==> config.mk <==
export PLATFORM = sky130hd
export DESIGN_NAME = chunked_borrow_subtractor
export DESIGN_NICKNAME = d
export VERILOG_FILES = /design/src/rtl/chunked_borrow_subtractor.sv
export SDC_FILE = /design/constraint.sdc
export NUM_CORES = 1
export LEC_CHECK = 0
export ABC_AREA = 1
export BUFFER_PORTS_ARGS = -buffer_cell sky130_fd_sc_hd__buf_2
export CAP_MARGIN = 5
export CORE_ASPECT_RATIO = 0.9
export CORE_UTILIZATION = 25
export DETAILED_ROUTE_END_ITERATION = 8
export PLACE_DENSITY = 0.52
export SLEW_MARGIN = 20
export SYNTH_ARGS = -nofsm -noshare
export SYNTH_HDL_FRONTEND = slang
export SYNTH_SLANG_ARGS = --single-unit
==> constraint.sdc <==
create_clock -name clk -period 3 [get_ports clk]
set_input_delay 0.3 -clock clk [delete_from_list [all_inputs] [get_ports clk]]
set_output_delay 0.3 -clock clk [all_outputs]
set_load 0.05 [all_outputs]
==> src/rtl/chunked_borrow_subtractor.sv <==
// chunked_borrow_subtractor
// Multi-cycle W-bit subtractor, D = A - B - Bin. One n-bit digit is handled
// per clock, least-significant digit first. Within a digit the borrows come
// from a flat generate/propagate lookahead. The digit borrow-out is
// registered and fed into the next digit.
module chunked_borrow_subtractor #(
    parameter int W = 16,
    parameter int n = 4
) (
    input  logic         clk,
    input  logic         rst,
    input  logic         start,
    output logic         ready,
    input  logic [W-1:0] A,
    input  logic [W-1:0] B,
    input  logic         Bin,
    output logic [W-1:0] D,
    output logic         Bout,
    output logic         V,
    output logic         done
);

    // Number of digits per operand, and an index width that stays legal when W == n.
    localparam int ND = W / n;
    localparam int IDXW = (ND > 1) ? $clog2(ND) : 1;
    localparam logic [IDXW-1:0] LAST_IDX = IDXW'(ND - 1);

    typedef enum logic [1:0] {
        IDLE = 2'd0,
        CALC = 2'd1,
        DONE = 2'd2
    } state_t;

    state_t          state_r;
    logic [IDXW-1:0] idx_r;
    logic [W-1:0]    a_r;
    logic [W-1:0]    b_r;
    logic            borrow_r;

    logic [n-1:0]    a_dig_s;
    logic [n-1:0]    b_dig_s;
    logic [n-1:0]    g_s;
    logic [n-1:0]    p_s;
    logic [n:0]      borrows_s;
    logic [n-1:0]    diff_s;
    logic            last_s;

    // Borrow into every bit position of a digit, each one written as a flat
    // sum of products of g, p and the digit borrow-in. No term depends on
    // another computed borrow, so the logic depth is independent of the
    // bit position.
    // Element [0] is the digit borrow-in. Element [n] is the digit borrow-out.
    function automatic logic [n:0] lookahead_borrows(
        input logic [n-1:0] g,
        input logic [n-1:0] p,
        input logic         b0
    );
        logic [n:0] bw;
        logic       term;
        bw    = '0;
        bw[0] = b0;
        for (int i = 0; i < n; i++) begin
            // The product that carries the incoming borrow across bits 0..i.
            term = b0;
            for (int k = 0; k <= i; k++) begin
                term = term & p[k];
            end
            bw[i+1] = term;
            // A borrow generated at bit j and propagated up through bit i.
            for (int j = 0; j <= i; j++) begin
                term = g[j];
                for (int k = j + 1; k <= i; k++) begin
                    term = term & p[k];
                end
                bw[i+1] = bw[i+1] | term;
            end
        end
        return bw;
    endfunction

    // Select the current digit of the latched operands and form its difference and borrows.
    always_comb begin
        a_dig_s = '0;
        b_dig_s = '0;
        for (int k = 0; k < ND; k++) begin
            a_dig_s = a_dig_s | (a_r[k*n +: n] & {n{idx_r == IDXW'(k)}});
            b_dig_s = b_dig_s | (b_r[k*n +: n] & {n{idx_r == IDXW'(k)}});
        end
        g_s       = ~a_dig_s & b_dig_s;
        p_s       = ~(a_dig_s ^ b_dig_s);
        borrows_s = lookahead_borrows(g_s, p_s, borrow_r);
        diff_s    = a_dig_s ^ b_dig_s ^ borrows_s[n-1:0];
        last_s    = (idx_r == LAST_IDX);
    end

    // Control FSM, operand latches, the digit borrow register and the registered results.
    always_ff @(posedge clk) begin
        if (rst) begin
            state_r  <= IDLE;
            idx_r    <= '0;
            a_r      <= '0;
            b_r      <= '0;
            borrow_r <= 1'b0;
            D        <= '0;
            Bout     <= 1'b0;
            V        <= 1'b0;
            done     <= 1'b0;
            ready    <= 1'b1;
        end else begin
            case (state_r)
                IDLE: begin
                    done <= 1'b0;
                    if (start) begin
                        a_r      <= A;
                        b_r      <= B;
                        borrow_r <= Bin;
                        idx_r    <= '0;
                        state_r  <= CALC;
                        ready    <= 1'b0;
                    end else begin
                        ready <= 1'b1;
                    end
                end
                CALC: begin
                    for (int k = 0; k < ND; k++) begin
                        if (idx_r == IDXW'(k)) begin
                            D[k*n +: n] <= diff_s;
                        end
                    end
                    borrow_r <= borrows_s[n];
                    if (last_s) begin
                        // diff_s[n-1] is the new sign bit of D. It is written on this same edge.
                        Bout    <= borrows_s[n];
                        V       <= (a_r[W-1] ^ b_r[W-1]) & (a_r[W-1] ^ diff_s[n-1]);
                        done    <= 1'b1;
                        ready   <= 1'b1;
                        state_r <= DONE;
                    end else begin
                        idx_r <= idx_r + 1'b1;
                    end
                end
                DONE: begin
                    done <= 1'b0;
                    if (start) begin
                        a_r      <= A;
                        b_r      <= B;
                        borrow_r <= Bin;
                        idx_r    <= '0;
                        state_r  <= CALC;
                        ready    <= 1'b0;
                    end else begin
                        state_r <= IDLE;
                        ready   <= 1'b1;
                    end
                end
                default: begin
                    state_r  <= IDLE;
                    idx_r    <= '0;
                    borrow_r <= 1'b0;
                    done     <= 1'b0;
                    ready    <= 1'b1;
                end
            endcase
        end
    end

endmodule

==> out/qor.yml <==
grt_pass1_wl_um: 10300
dieArea_um2: 10400
tightest_slew_ns: 0.661
synthCells: 322
cp_data_required_time_ns: 3.28
cts_tree: "done"
cts_resized: 0
ir_drop_mv: 0.215
synthMuxAreaShare: 0
drt_iter0_markers: 83
setup_viol_count_final: 0
final_util: 0.314
place_congestion: 0.763
ys_seq_area_frac: 0.456
num_vias: 2226
port_buffers: 55
fmax_ghz: 0.396
clk_pin_slew_worst_paths_ns: 0.06
routed_wl_um: 6290
cp-end-kind: "register"
core_area_um2: 9700
rr_startpoint: "idx_r[0]"
crit_path_start: "idx_r[0]"
post_drt_wl_per_cell_um: 12.5
synth_nets: 368
synth-adder-area-share: 0.0529
cp-start-kind: "register"
stdcell_area_um2: 3050
ff_latch_area_um2: 1140
placed_cell_area_um2: 2870
crit_end: "V"
whs_ns: 0.183
cts_sinks: 57
cts_max_path_buffers: 2
async_flop_share: 0
syn_area_per_cell_um2: 7.78
final_layout_size_suffix_gt1_frac: 0.230
cts_root_buf: "clkbuf_8"
route.detailed.drc: 0
io_pins: 56
crit_type: "reg2reg"
synth_ff_type: "dfxtp_1"
crit_fanout: 9
syn_to_final_growth_pct: 21.6
dpl.cell_count: 489
die_x_um: 108
regToRegEndpoint: "V"
antenna_found_initial: 0
power.density_cell_area_nw_per_um2: 605
yosysUniqueCellTypes: 32
routed_via_density: 4.42
cts_setup_buffers: 0
synth_compound_area_frac: 0.195
status: "finished clean"
synth_top_area_frac: 0.456
synth_common_cells: "66 x nor2_1, 57 x dfxtp_1, 47 x o21ai_0, 31 x nand2_1, 29 x inv_1"
reg2reg_depth: 16
period_needed_ns: 2.53
relSlewSlack: 0.559
synthXorXnorAreaFrac: 0.00699
hold_viol_final: 0
postRouteAntennaNets: 0
rsz0062_at_grt: "no"
worstPathArrival_ns: 2.81
r2r_slack_ns: 0.47
grt_overflow_total: 0
fin_cells: 504
cts_buffers: 9
clock_skew_ns: 0.00571
period_share: 0.842
synth.most_common_cell: "nor2_1"
syn_area_um2: 2500
fin_nets: 420
grt_pass1_vias: 2120
cts_hold_buf: 0
multi_input_area_um2: 1140
drtPass1Iterations: 5
initial_core_util: 0.258
ys_seq_elements: 57
synth_area_leaders: "dfxtp_1 46%, nor2_1 9.9%, o21ai_0 9.4%, nand2_1 4.6%, ha_1 4.5%"
synth_top_family_by_area: "simple AND/OR/NAND/NOR gates"
tns_ns: 0
hpwl_um: 4520
dieHeight_um: 97.0
yosys.area_share.simple: 0.202
diodes: 0
h-tree-depth: 3
fillers: 1045
synth_edf_count: 0
rows: 34
hp-class: "in2reg"
leakage_uw: 0.00146
synth_warnings: 0
grt_use_total: 0.128
yosysTopAreaCell: "dfxtp_1"
clk-insertion-delay-late_ns: 0.34
finalMaxSlewViolations: 0
maxCapViolCount: 0
grt_start_max_net_pins: 49
==> routing by layer <==
| metal | GRT usage | part of all wire | vias to the layer above |
|---|---|---|---|
| met5 | 0 | 0 | - |
| met3 | 0.0451 | 0.063 | 16 |
| met1 | 0.170 | 0.49 | 1002 |
| met2 | 0.185 | 0.42 | 58 |
| met4 | 0.0580 | 0.022 | 0 |
| li1 | - | - | 1150 |
==> cell families (layout without fill, tap and decap cells) <==
group,count (synthesis),after routing
AND/OR/NAND/NOR,115,115
AO/OA/AOI/OAI,86,86
flip-flops,57,57
buffers and inverters,52,108
adder cells (fa/ha/maj),10,10
XOR/XNOR,2,2
==> worst max-delay path, stage by stage, from the launching register on <==
cell	delay [ns]
dfxtp_1	0.39
inv_1	0.08
ha_1	0.34
a22o_1	0.26
nor2_1	0.18
inv_1	0.07
ha_1	0.28
ha_1	0.20
nand2_1	0.08
nand3_2	0.09
nand2_1	0.06
nand3_1	0.09
nand2_2	0.14
nand2_1	0.07
nand3_1	0.06
nand2_1	0.05
inv_1	0.04
==> flip-flops by register name (all words and copies together), names as in the netlist <==
register	cells
borrow_r	1
ready	1
done	1
D	16
b_r	16
state_r	2
idx_r	2
Bout	1
a_r	16
V	1
==> worst min-delay path by stage <==
stage                     startpoint     end  slack [ns]  depth (start not counted)
after global routing            B[7]  b_r[7]        0.18                          3
after floorplan               b_r[0]  b_r[0]        0.42                          2
after CTS                       B[8]  b_r[8]        0.17                          3
after global placement         ready   ready        0.44                          2
final                           B[8]  b_r[8]        0.18                          3
after detailed placement       ready   ready        0.44                          2
==> final cells by class <==
type,instances,area share
Sequential cell,57,0.375
Clock inverter,4,0.0148
Timing Repair Buffer,56,0.0928
Tap cell,126,0.0517
Multi-Input combinational cell,213,0.376
Inverter,37,0.0472
Clock buffer,11,0.0431
==> per-stage QoR <==
step	setup WS [ns]	total power [uW]
4_1_cts	0.473	1860
3_5_place_dp	0.497	1190
6_report	0.473	1840
2_1_floorplan	0.770	1090
3_3_place_gp	0.628	1190
5_1_grt	0.179	1940
==> report_power, final <==
part / switching, uW / internal, uW
logic: 227 / 111
registers: 29.2 / 809
clock network: 291 / 375
total: 547 / 1290
==> placed cells by master, fill, tap and decap left out, types with 2 or more instances in the layout <==
| cell type | count |
|---|---|
| a21oi_1 | 14 |
| a221oi_1 | 3 |
| a22o_1 | 4 |
| buf_2 | 55 |
| clkbuf_1 | 2 |
| clkbuf_8 | 9 |
| clkinv_2 | 3 |
| dfxtp_1 | 57 |
| ha_1 | 9 |
| inv_1 | 29 |
| inv_2 | 6 |
| inv_4 | 2 |
| nand2_1 | 31 |
| nand2_2 | 3 |
| nand3_1 | 6 |
| nand4_1 | 3 |
| nor2_1 | 66 |
| nor2_2 | 2 |
| nor2_8 | 2 |
| o21a_1 | 5 |
| o21ai_0 | 47 |
| o21ai_1 | 5 |
| o21bai_1 | 4 |
(Power assumes the default switching activity.)
